**src/rtl/dmem_arbiter_pkg.sv**
```systemverilog
// Shared constants and types for the DMEM arbiter slice: memory geometry,
// arbiter FSM encoding and requester IDs.
package dmem_arb_pkg;

  localparam logic [31:0] DMEM_BASE_ADDR = 32'h1001_0000;
  localparam int          DMEM_DEPTH     = 2048;
  localparam int          DMEM_IDX_W     = $clog2(DMEM_DEPTH);

  typedef enum logic [1:0] {
    IDLE = 2'd0,
    OWN0 = 2'd1,
    OWN1 = 2'd2
  } arb_state_e;

  localparam logic REQ_CPU = 1'b0;
  localparam logic REQ_DBG = 1'b1;

endpackage

```
**src/rtl/dmem_arbiter_if.sv**
```systemverilog
// Bus bundle between the two requesters, the arbiter and the DMEM port.
// The arbiter uses the slave modport; the environment uses master.
interface dmem_arbiter_if #(
  parameter int IW = dmem_arb_pkg::DMEM_IDX_W
);

  logic          m0_req;
  logic          m0_we;
  logic          m0_lock;
  logic [31:0]   m0_addr;
  logic [31:0]   m0_wdata;
  logic          m0_gnt;
  logic          m0_rvalid;
  logic [31:0]   m0_rdata;
  logic          m0_err;

  logic          m1_req;
  logic          m1_we;
  logic          m1_lock;
  logic [31:0]   m1_addr;
  logic [31:0]   m1_wdata;
  logic          m1_gnt;
  logic          m1_rvalid;
  logic [31:0]   m1_rdata;
  logic          m1_err;

  logic          dm_w;
  logic          dm_r;
  logic [IW-1:0] dm_addr;
  logic [31:0]   dm_wdata;
  logic [31:0]   dm_rdata;

  modport slave (
    input  m0_req, m0_we, m0_lock, m0_addr, m0_wdata,
    output m0_gnt, m0_rvalid, m0_rdata, m0_err,
    input  m1_req, m1_we, m1_lock, m1_addr, m1_wdata,
    output m1_gnt, m1_rvalid, m1_rdata, m1_err,
    output dm_w, dm_r, dm_addr, dm_wdata,
    input  dm_rdata
  );

  modport master (
    output m0_req, m0_we, m0_lock, m0_addr, m0_wdata,
    input  m0_gnt, m0_rvalid, m0_rdata, m0_err,
    output m1_req, m1_we, m1_lock, m1_addr, m1_wdata,
    input  m1_gnt, m1_rvalid, m1_rdata, m1_err,
    input  dm_w, dm_r, dm_addr, dm_wdata,
    output dm_rdata
  );

endinterface

```
**src/rtl/dmem_arbiter_xlate.sv**
```systemverilog
// Combinational byte-address to DMEM word-index translation with bad-address
// detection (below base, misaligned, or past the end of the data segment).
module dmem_addr_xlate
  import dmem_arb_pkg::*;
#(
  parameter logic [31:0] BASE_ADDR = DMEM_BASE_ADDR,
  parameter int          DEPTH     = DMEM_DEPTH,
  localparam int         IW        = $clog2(DEPTH)
) (
  input  logic [31:0]   addr_i,
  output logic [IW-1:0] idx_o,
  output logic          bad_o
);

  logic [31:0] off;

  assign off   = addr_i - BASE_ADDR;
  assign idx_o = off[IW+1:2];

  // The word-offset compare uses all upper bits so wrap-around can't alias.
  assign bad_o = (addr_i < BASE_ADDR)
              || (off[1:0] != 2'b00)
              || ({2'b00, off[31:2]} >= 32'(DEPTH));

endmodule

```
**src/rtl/dmem_arbiter.sv**
```systemverilog
// Round-robin arbiter sharing the single-port DMEM between the CPU (m0) and
// the debug/loader port (m1), with lock hold. Optional stats: DMEM_ARB_STATS_EN.
module dmem_arbiter
  import dmem_arb_pkg::*;
#(
  parameter logic [31:0] BASE_ADDR = DMEM_BASE_ADDR,
  parameter int          DEPTH     = DMEM_DEPTH
) (
  input  logic        clk_in,
  input  logic        reset,
`ifdef DMEM_ARB_STATS_EN
  output logic [15:0] m0_cnt,
  output logic [15:0] m1_cnt,
  output logic [15:0] err_cnt,
`endif
  dmem_arbiter_if.slave bus
);

  localparam int IW = $clog2(DEPTH);

  arb_state_e    state_q, state_d;
  logic          last_q;
  logic          grant;
  logic          win;
  logic          winWe;
  logic          winLock;
  logic [31:0]   winAddr;
  logic [31:0]   winWdata;
  logic [IW-1:0] idx;
  logic          bad;
  logic          gnt0, gnt1;
  logic          dmW, dmR;
  logic [IW-1:0] dmAddr, dmAddr_q;
  logic [31:0]   dmWdata, dmWdata_q;
  logic [31:0]   rdata_d;
  logic          rvalid0_q, rvalid1_q, err0_q, err1_q;
  logic [31:0]   rdata0_q, rdata1_q;

  // Ties go to the requester that was not granted last; an owner excludes the other side.
  always_comb begin
    grant   = 1'b0;
    win     = REQ_CPU;
    state_d = state_q;
    case (state_q)
      IDLE: begin
        if (bus.m0_req && bus.m1_req) begin
          grant = 1'b1;
          win   = ~last_q;
        end else if (bus.m0_req) begin
          grant = 1'b1;
          win   = REQ_CPU;
        end else if (bus.m1_req) begin
          grant = 1'b1;
          win   = REQ_DBG;
        end
      end
      OWN0: begin
        if (bus.m0_req) begin
          grant = 1'b1;
          win   = REQ_CPU;
        end
      end
      OWN1: begin
        if (bus.m1_req) begin
          grant = 1'b1;
          win   = REQ_DBG;
        end
      end
      default: ;
    endcase
    if (reset) grant = 1'b0;

    if (grant) begin
      state_d = winLock ? ((win == REQ_DBG) ? OWN1 : OWN0) : IDLE;
    end else if (state_q == OWN0 && !bus.m0_req && !bus.m0_lock) begin
      state_d = IDLE;
    end else if (state_q == OWN1 && !bus.m1_req && !bus.m1_lock) begin
      state_d = IDLE;
    end
  end

  assign winWe    = (win == REQ_DBG) ? bus.m1_we    : bus.m0_we;
  assign winLock  = (win == REQ_DBG) ? bus.m1_lock  : bus.m0_lock;
  assign winAddr  = (win == REQ_DBG) ? bus.m1_addr  : bus.m0_addr;
  assign winWdata = (win == REQ_DBG) ? bus.m1_wdata : bus.m0_wdata;

  dmem_addr_xlate #(
    .BASE_ADDR (BASE_ADDR),
    .DEPTH     (DEPTH)
  ) u_xlate (
    .addr_i (winAddr),
    .idx_o  (idx),
    .bad_o  (bad)
  );

  assign gnt0    = grant && (win == REQ_CPU);
  assign gnt1    = grant && (win == REQ_DBG);
  assign dmW     = grant && winWe && !bad;
  assign dmR     = grant && !winWe && !bad;
  assign dmAddr  = reset ? '0 : ((grant && !bad) ? idx : dmAddr_q);
  assign dmWdata = reset ? '0 : (grant ? winWdata : dmWdata_q);
  assign rdata_d = dmR ? bus.dm_rdata : 32'd0;

  always_ff @(posedge clk_in) begin
    if (reset) begin
      state_q   <= IDLE;
      last_q    <= REQ_DBG;
      dmAddr_q  <= '0;
      dmWdata_q <= '0;
      rvalid0_q <= 1'b0;
      rvalid1_q <= 1'b0;
      err0_q    <= 1'b0;
      err1_q    <= 1'b0;
      rdata0_q  <= '0;
      rdata1_q  <= '0;
    end else begin
      state_q   <= state_d;
      if (grant) last_q <= win;
      dmAddr_q  <= dmAddr;
      dmWdata_q <= dmWdata;
      rvalid0_q <= gnt0;
      rvalid1_q <= gnt1;
      err0_q    <= gnt0 && bad;
      err1_q    <= gnt1 && bad;
      rdata0_q  <= gnt0 ? rdata_d : 32'd0;
      rdata1_q  <= gnt1 ? rdata_d : 32'd0;
    end
  end

  assign bus.m0_gnt    = gnt0;
  assign bus.m1_gnt    = gnt1;
  assign bus.m0_rvalid = rvalid0_q;
  assign bus.m1_rvalid = rvalid1_q;
  assign bus.m0_rdata  = rdata0_q;
  assign bus.m1_rdata  = rdata1_q;
  assign bus.m0_err    = err0_q;
  assign bus.m1_err    = err1_q;
  assign bus.dm_w      = dmW;
  assign bus.dm_r      = dmR;
  assign bus.dm_addr   = dmAddr;
  assign bus.dm_wdata  = dmWdata;

`ifdef DMEM_ARB_STATS_EN
  logic [15:0] m0Cnt_q, m1Cnt_q, errCnt_q;

  // Saturating event counters; a suppressed grant during reset never counts.
  always_ff @(posedge clk_in) begin
    if (reset) begin
      m0Cnt_q  <= '0;
      m1Cnt_q  <= '0;
      errCnt_q <= '0;
    end else begin
      if (gnt0 && m0Cnt_q != 16'hFFFF) m0Cnt_q <= m0Cnt_q + 16'd1;
      if (gnt1 && m1Cnt_q != 16'hFFFF) m1Cnt_q <= m1Cnt_q + 16'd1;
      if (grant && bad && errCnt_q != 16'hFFFF) errCnt_q <= errCnt_q + 16'd1;
    end
  end

  assign m0_cnt  = m0Cnt_q;
  assign m1_cnt  = m1Cnt_q;
  assign err_cnt = errCnt_q;
`endif

endmodule

```
**src/flat_wrapper.sv**
```systemverilog
// flat-port wrapper written by rule: the top's interface ports become plain ports
module dmem_arbiter_flat import dmem_arb_pkg::*;
#(
  parameter logic [31:0] BASE_ADDR = DMEM_BASE_ADDR,
  parameter int          DEPTH     = DMEM_DEPTH
)
  (clk_in, reset, bus_m0_req, bus_m0_we, bus_m0_lock, bus_m0_addr, bus_m0_wdata, bus_m0_gnt, bus_m0_rvalid, bus_m0_rdata, bus_m0_err, bus_m1_req, bus_m1_we, bus_m1_lock, bus_m1_addr, bus_m1_wdata, bus_m1_gnt, bus_m1_rvalid, bus_m1_rdata, bus_m1_err, bus_dm_w, bus_dm_r, bus_dm_addr, bus_dm_wdata, bus_dm_rdata);
  dmem_arbiter_if bus_i ();
  input  logic clk_in;
  input  logic reset;
  input wire logic [$bits(bus_i.m0_req)-1:0] bus_m0_req;
  input wire logic [$bits(bus_i.m0_we)-1:0] bus_m0_we;
  input wire logic [$bits(bus_i.m0_lock)-1:0] bus_m0_lock;
  input wire logic [$bits(bus_i.m0_addr)-1:0] bus_m0_addr;
  input wire logic [$bits(bus_i.m0_wdata)-1:0] bus_m0_wdata;
  output wire logic [$bits(bus_i.m0_gnt)-1:0] bus_m0_gnt;
  output wire logic [$bits(bus_i.m0_rvalid)-1:0] bus_m0_rvalid;
  output wire logic [$bits(bus_i.m0_rdata)-1:0] bus_m0_rdata;
  output wire logic [$bits(bus_i.m0_err)-1:0] bus_m0_err;
  input wire logic [$bits(bus_i.m1_req)-1:0] bus_m1_req;
  input wire logic [$bits(bus_i.m1_we)-1:0] bus_m1_we;
  input wire logic [$bits(bus_i.m1_lock)-1:0] bus_m1_lock;
  input wire logic [$bits(bus_i.m1_addr)-1:0] bus_m1_addr;
  input wire logic [$bits(bus_i.m1_wdata)-1:0] bus_m1_wdata;
  output wire logic [$bits(bus_i.m1_gnt)-1:0] bus_m1_gnt;
  output wire logic [$bits(bus_i.m1_rvalid)-1:0] bus_m1_rvalid;
  output wire logic [$bits(bus_i.m1_rdata)-1:0] bus_m1_rdata;
  output wire logic [$bits(bus_i.m1_err)-1:0] bus_m1_err;
  output wire logic [$bits(bus_i.dm_w)-1:0] bus_dm_w;
  output wire logic [$bits(bus_i.dm_r)-1:0] bus_dm_r;
  output wire logic [$bits(bus_i.dm_addr)-1:0] bus_dm_addr;
  output wire logic [$bits(bus_i.dm_wdata)-1:0] bus_dm_wdata;
  input wire logic [$bits(bus_i.dm_rdata)-1:0] bus_dm_rdata;
  assign bus_i.m0_req = bus_m0_req;
  assign bus_i.m0_we = bus_m0_we;
  assign bus_i.m0_lock = bus_m0_lock;
  assign bus_i.m0_addr = bus_m0_addr;
  assign bus_i.m0_wdata = bus_m0_wdata;
  assign bus_m0_gnt = bus_i.m0_gnt;
  assign bus_m0_rvalid = bus_i.m0_rvalid;
  assign bus_m0_rdata = bus_i.m0_rdata;
  assign bus_m0_err = bus_i.m0_err;
  assign bus_i.m1_req = bus_m1_req;
  assign bus_i.m1_we = bus_m1_we;
  assign bus_i.m1_lock = bus_m1_lock;
  assign bus_i.m1_addr = bus_m1_addr;
  assign bus_i.m1_wdata = bus_m1_wdata;
  assign bus_m1_gnt = bus_i.m1_gnt;
  assign bus_m1_rvalid = bus_i.m1_rvalid;
  assign bus_m1_rdata = bus_i.m1_rdata;
  assign bus_m1_err = bus_i.m1_err;
  assign bus_dm_w = bus_i.dm_w;
  assign bus_dm_r = bus_i.dm_r;
  assign bus_dm_addr = bus_i.dm_addr;
  assign bus_dm_wdata = bus_i.dm_wdata;
  assign bus_i.dm_rdata = bus_dm_rdata;
  dmem_arbiter #(.BASE_ADDR(BASE_ADDR), .DEPTH(DEPTH)) u_core (.clk_in(clk_in), .reset(reset), .bus(bus_i));
endmodule
```
**config.mk**
```make
export PLATFORM = sky130hd
export DESIGN_NAME = dmem_arbiter_flat
export DESIGN_NICKNAME = d
export VERILOG_FILES = /design/src/rtl/dmem_arbiter_pkg.sv /design/src/rtl/dmem_arbiter_if.sv /design/src/rtl/dmem_arbiter_xlate.sv /design/src/rtl/dmem_arbiter.sv /design/src/flat_wrapper.sv
export SDC_FILE = /design/constraint.sdc
export NUM_CORES = 1
export LEC_CHECK = 0
export BUFFER_PORTS_ARGS = -buffer_cell sky130_fd_sc_hd__buf_2
export CAP_MARGIN = 30
export CORE_UTILIZATION = 25
export DETAILED_ROUTE_END_ITERATION = 10
export GPL_TIMING_DRIVEN = 0
export PLACE_DENSITY_LB_ADDON = 0.08
export SYNTH_ARGS = -nofsm -noshare
export SYNTH_HDL_FRONTEND = slang
export SYNTH_SLANG_ARGS = --single-unit
```
**constraint.sdc**
```tcl
create_clock -name clk_in -period 4.6 [get_ports clk_in]
set_input_delay 0.92 -clock clk_in [delete_from_list [all_inputs] [get_ports clk_in]]
set_output_delay 0.92 -clock clk_in [all_outputs]
set_load 0.05 [all_outputs]
```
---- After elaboration in Yosys (flattened, before gate mapping) ----
Index checks and enable logic that the tools add are counted.
word-level totals
  flip-flop bits (word level) ............. 114
  output and inout bits ................... 115
operators by class
  $add $sub $neg .......................... 1
  order comparisons ....................... 2
  eq/ne operators ......................... 2
  muxes and demuxes ....................... 23
  bitwise operators ....................... 4
  reduce and logical (&&, ||, !) cells .... 27
operators by type and width
  cell                                                                                   count
  32-bit two-way mux                                                                     5
  32-bit by 29-bit less-than comparator with 1-bit output, second input constant         1
  32-bit by 29-bit subtractor with 32-bit output, second input constant                  1
  30-bit by 12-bit greater-or-equal comparator with 1-bit output, second input constant  1
  11-bit two-way mux                                                                     2
  1-bit logical AND                                                                      14
  2-bit two-way mux                                                                      5
  1-bit two-way mux                                                                      9
  1-bit logical NOT                                                                      6
  1-bit inverter                                                                         4
  2-bit OR reduction                                                                     2
  1-bit case mux with 3 select lines                                                     1
  3-bit nonzero test                                                                     1
  2-bit by 1-bit equality test with 1-bit output, second input constant                  1
  2-bit equality test, second input constant                                             1
  2-bit logical NOT                                                                      1
  1-bit logical OR                                                                       2
  1-bit case mux with 2 select lines                                                     1
  2-bit nonzero test                                                                     1

---- Depth between registers and ports, before layout ----
  word-level depth ........................ 13
  depth in mapped cells ................... 9

---- By module ----
From an unflattened synthesis, not the netlist that was laid out.
unflattened totals
  cell total of the unflattened synthesis .. 538
  area, all modules ....................... 4486.8 sq um
modules (own cells, without submodules)
  module           times used  cells an instance  area each (sq um)  sequential area each (sq um)
  dmem_arbiter     1           509                4265.3             2282.2
  dmem_addr_xlate  1           29                 221.5              0.0

---- Worst setup path before layout ----
OpenSTA, ideal clock, no wires.
  kind .................................... in2out
  from .................................... input bus_m0_addr[20]
  to ...................................... output bus_dm_addr[1]
  data arrival time ....................... 4.008 ns
  slack ................................... -0.328 ns
  stages .................................. 8
  cells stage by stage .................... or4_4 or4_4 mux2i_4 nand4_1 a221o_2 or3_4 buf_6 o21ai_1
between the ends
  cells in the longest elaborated chain, start to end .. 8
  elaborated cells on any way between the ends .. 10
  those cells by class .................... add/sub: 1; order compare: 2; mux: 3; reduce/logical: 4
ends and longest elaborated chain
  what                                                                                                                       RTL line                                            text
  from (decl)                                                                                                                flat_wrapper.sv:14                                  input wire logic [$bits(bus_i.m0_addr)-1:0] bus_m0_addr;
  32-bit two-way mux *                                                                                                       dmem_arbiter.sv:84                                  assign winAddr = (win == REQ_DBG) ? bus.m1_addr : bus.m0_addr;
  32-bit by 29-bit subtractor with 32-bit output or 32-bit by 29-bit less-than comparator with 1-bit output (tied branches)  dmem_arbiter_xlate.sv:17, dmem_arbiter_xlate.sv:21
  30-bit by 12-bit greater-or-equal comparator with 1-bit output or 1-bit logical OR (tied branches)                         dmem_arbiter_xlate.sv:23, dmem_arbiter_xlate.sv:22
  1-bit logical OR *                                                                                                         dmem_arbiter_xlate.sv:23                            || ({2'b00, off[31:2]} >= 32'(DEPTH));
  1-bit logical NOT *                                                                                                        dmem_arbiter.sv:100                                 assign dmAddr = reset ? '0 : ((grant && !bad) ? idx : dmAddr_q);
  1-bit logical AND *                                                                                                        dmem_arbiter.sv:100
  11-bit two-way mux * (2 in series)                                                                                         dmem_arbiter.sv:100
  to (decl)                                                                                                                  flat_wrapper.sv:31                                  output wire logic [$bits(bus_i.dm_addr)-1:0] bus_dm_addr;
Mark *: on every way between the ends. The rest lies on a longest branch, timed or not.

---- Worst setup path after layout ----
  from .................................... input bus_m1_addr[21]
  to ...................................... output bus_dm_addr[9]
between the ends
  cells in the longest elaborated chain, start to end .. 8
  elaborated cells on any way between the ends .. 10
  those cells by class .................... add/sub: 1; order compare: 2; mux: 3; reduce/logical: 4
ends and longest elaborated chain
  what                                                                                                                       RTL line                                            text
  from (decl)                                                                                                                flat_wrapper.sv:23                                  input wire logic [$bits(bus_i.m1_addr)-1:0] bus_m1_addr;
  32-bit two-way mux *                                                                                                       dmem_arbiter.sv:84
  32-bit by 29-bit subtractor with 32-bit output or 32-bit by 29-bit less-than comparator with 1-bit output (tied branches)  dmem_arbiter_xlate.sv:17, dmem_arbiter_xlate.sv:21
  30-bit by 12-bit greater-or-equal comparator with 1-bit output or 1-bit logical OR (tied branches)                         dmem_arbiter_xlate.sv:23, dmem_arbiter_xlate.sv:22
  1-bit logical OR *                                                                                                         dmem_arbiter_xlate.sv:23
  1-bit logical NOT *                                                                                                        dmem_arbiter.sv:100
  1-bit logical AND *                                                                                                        dmem_arbiter.sv:100
  11-bit two-way mux * (2 in series)                                                                                         dmem_arbiter.sv:100
Marked as above.

==> impl_results.md <==
* Number of library cell types mapped by synthesis at 47
* Net Switching at 0.000803 W
* Row count at 48
* Die height at 136 um
* Root buf cell: clkbuf_16
* F_max at 0.217 GHz
* Initial Util at 0.257
* Combinational group share of total power at 0.161
* Worst R2R Setup Slack at about 1.6 ns
* N_diodes at 0
* Initial antenna violation count at 0
* Hold path startpoint: u_core.state_q[0]
* Layout Cells excl Fill at about 1,000
* Yosys warning total at 0
* CTS tree: built
* Via count at roughly 4,700
* Die area at 18,400 um^2
* Pre-CTS WS at -0.404 ns
* Maximum VDD drop at between 0.0002 and 0.00025 V
* P_int at 0.00191 W
* Slew HR at 0.355
* # IOs at roughly 280
* CTS sink cnt at 114
* Nets at about 950
* Final worst-path setup slack at 0.00139 ns
* Die X at 136 um
* Dpl cells at 980
* Final Slew Violations at 0
* Layout cells sized above 1 at 0.471
* DR DRC count at 0
* Design area at 7230 um^2
* Worst min-delay path class: flip-flop to flip-flop
* Drt total wl at 15.7 mm
* Clock share of power at 0.460
* Cell count after synthesis at 473
* Vias in the first global route at about 4,700
* DR WL/cell at 15.4 um
* Min-Delay Endpoint: u_core.state_q[0]
* Pin count of the biggest net entering global routing at 17
* First-pass GRT wire length at 23.9 mm
* DR iter-0 viols at 108
* R2R depth at 10
* Sw Share at 0.296
* Share of power burned in registers at 0.379
* Fin util at 0.417
* Crit start category: primary input
* Synth Net Count at 641
* WP data required at 3.68 ns
* Final period utilization at 1.00
* Clk_lat worst skew at about 0.4 ns
* Worst-Margin Slew at 0.968 ns
* Final min period at approximately 4.6 ns
* Post-synth EDFFs at 0
* Post-synth ARST share at 0
* Reg2reg start: u_core.state_q[1]
* Final GP Congestion at between 0.7 and 0.8
* Power per Cell Area at 375 nW/um^2
* Status: finished, final reports clean
* Clk buf depth at 2
* CP arrival at 3.68 ns
* Gr ovfl total at 0
* Main flop type after synthesis: dfxtp_1
* Max Fanout on Critical Path at 5
* R2R Path End: u_core.bus.m0_rdata[18]
* Final ANT Viol Nets at 0
* CTS buffer count at 17
* Lkg Pwr at 3.37 nW
* Tot GR Track Use at 0.171
* Max_cap viols at 0
* Critical Path Sink Type: primary output
* Dpl cell area at 6270 um^2
* Final Hold Viols at 0
* Drt pass-1 iters at 4
* Post-DP HPWL at 11.9 mm
* H-tree depth at 4
* Mapped Area at 4460 um^2
* Final setup viols at 0
* Layout Area Growth over Synthesis at 62.3%
* Clk_skew at approximately 0.0074 ns
* Mean post-synth cell area at 9.42 um^2
* Design Power at 0.00271 W
* Critical setup path kind: primary input to primary output
* Post-synthesis sequential area ratio at 0.512
* Filler Cell Count at around 1,800
* Worst-path clk slew at 0.06 ns
* Core area at 17,400 um^2
* Hold depth at 2
* Vias per cell at between 4 and 5
* Synthesis-stage register bit count at 114
* Port buffer count at roughly 280
* RSZ-0062 raised after global routing: true
[sequential cells by signal, indices dropped and copies added (netlist names)]
signal,flops
u_core.bus.m0_err,1
u_core.bus.m0_rdata,32
u_core.bus.m0_rvalid,1
u_core.bus.m1_err,1
u_core.bus.m1_rdata,32
u_core.bus.m1_rvalid,1
u_core.dmAddr_q,11
u_core.dmWdata_q,32
u_core.last_q,1
u_core.state_q,2
[final cells by class]
class / count / area (um^2) / share of cell area
inverters: 2 / 7.51 / 0.00104
plain buffers: 33 / 165 / 0.0228
multi-input cells: 323 / 2310 / 0.320
clock buffers: 18 / 429 / 0.0593
well taps: 225 / 282 / 0.0389
clock inverters: 14 / 130 / 0.0180
repair buffers: 290 / 1620 / 0.225
flip-flops and latches: 114 / 2280 / 0.316
[cells by family (layout without fill, tap and decap cells)]
| group | count (synthesis) | count (layout) | synth area share |
|---|---|---|---|
| xor gates and xnor gates | 2 | 2 | 0.00393 |
| muxes | 17 | 17 | 0.0421 |
| DFF | 114 | 114 | 0.512 |
| AOI/OAI and AO/OA | 146 | 146 | 0.198 |
| buffers and inverters | 36 | 357 | 0.0376 |
| and+or+nand+nor | 158 | 158 | 0.206 |
[cells in the final DEF (no fill, tap or decap), drive strengths merged, types with 9 or more instances in the layout]
cell type,n
and2,64
o21ai,26
nor3,9
nor2,9
a22oi,33
dfxtp,114
a21oi,68
buf,299
nand2,41
o311ai,10
mux2i,13
clkbuf,42
[metrics by stage]
| stage | hold WS [ns] | setup TNS (ns) |
|---|---|---|
| 2_1_floorplan | 0.467 | -0.0215 |
| 3_3_place_gp | 0.489 | -3.74 |
| 3_5_place_dp | 0.506 | -4.11 |
| 4_1_cts | 0.516 | 0 |
| 5_1_grt | 0.541 | -0.626 |
| 6_report | 0.512 | 0 |
[worst max-delay path by stage]
stage	from	to	slack [ns]
global placement	bus_m1_addr[21]	bus_dm_addr[1]	-0.38
floorplan	bus_m0_addr[20]	bus_dm_addr[1]	-0.02
CTS	bus_m0_addr[20]	bus_dm_r	0.005
detailed placement	bus_m1_addr[21]	bus_dm_addr[1]	-0.40
finish	bus_m1_addr[21]	bus_dm_addr[9]	0.001
global route	bus_m0_addr[20]	bus_dm_addr[1]	-0.08
[routing by layer]
layer  share of wire  track usage  up-vias  routed length (um)
li1                -            -     2320                   -
met1            0.41        0.193     2145                6480
met2            0.49        0.300      188                7670
met3           0.084       0.0557       17                1320
met4           0.012       0.0593        0                 182
met5               0            0        -                   0
[power by group through the flow]
stage	Clock [W]	Sequential, W	Combinational (W)
floorplan	0	0.00106	0.000256
global placement	0	0.00105	0.000415
detailed placement	0	0.00105	0.000419
CTS	0.00128	0.00103	0.000437
global route	0.00133	0.00103	0.000473
finish	0.00125	0.00103	0.000438
[critical path: stages]
cell,delay (ns)
buf_2,0.10
or4_4,0.54
or4_4,0.45
mux2i_4,0.22
nand4_1,0.12
a221o_2,0.42
or3_4,0.42
buf_12,0.18
o21ai_4,0.15
buf_8,0.17
[synthesized netlist by cell type, types with 2 or more instances]
master	n	area (um^2)
a211o_2	2	20.0
a21oi_1	68	340
a22oi_1	33	248
and2_1	64	400
buf_1	5	18.8
buf_2	2	10.0
buf_6	3	33.8
clkbuf_1	18	67.6
clkbuf_2	6	30.0
dfxtp_1	114	2280
inv_1	2	7.51
mux2_2	4	45.0
mux2i_1	12	120
nand2_1	41	154
nand3_1	3	15.0
nand4_1	2	12.5
nor2_1	8	30.0
nor2b_1	5	31.3
nor3_1	9	45.0
nor4_1	5	31.3
o21a_1	2	15.0
o21ai_0	7	35.0
o21ai_1	19	95.1
o311ai_0	10	87.6
o32ai_1	2	17.5
or2_2	3	18.8
or4_1	3	22.5
or4_4	2	22.5
[what timing repair did]
action	in CTS	in global routing
resized for setup	56	14
pin swaps	12	4
cloned	1	0
hold buffers	0	0
setup endpoints to repair	13	13
endpoints found under the hold margin	0	0
setup buffers	4	1
No activity file was read; power rests on OpenSTA's default activity.
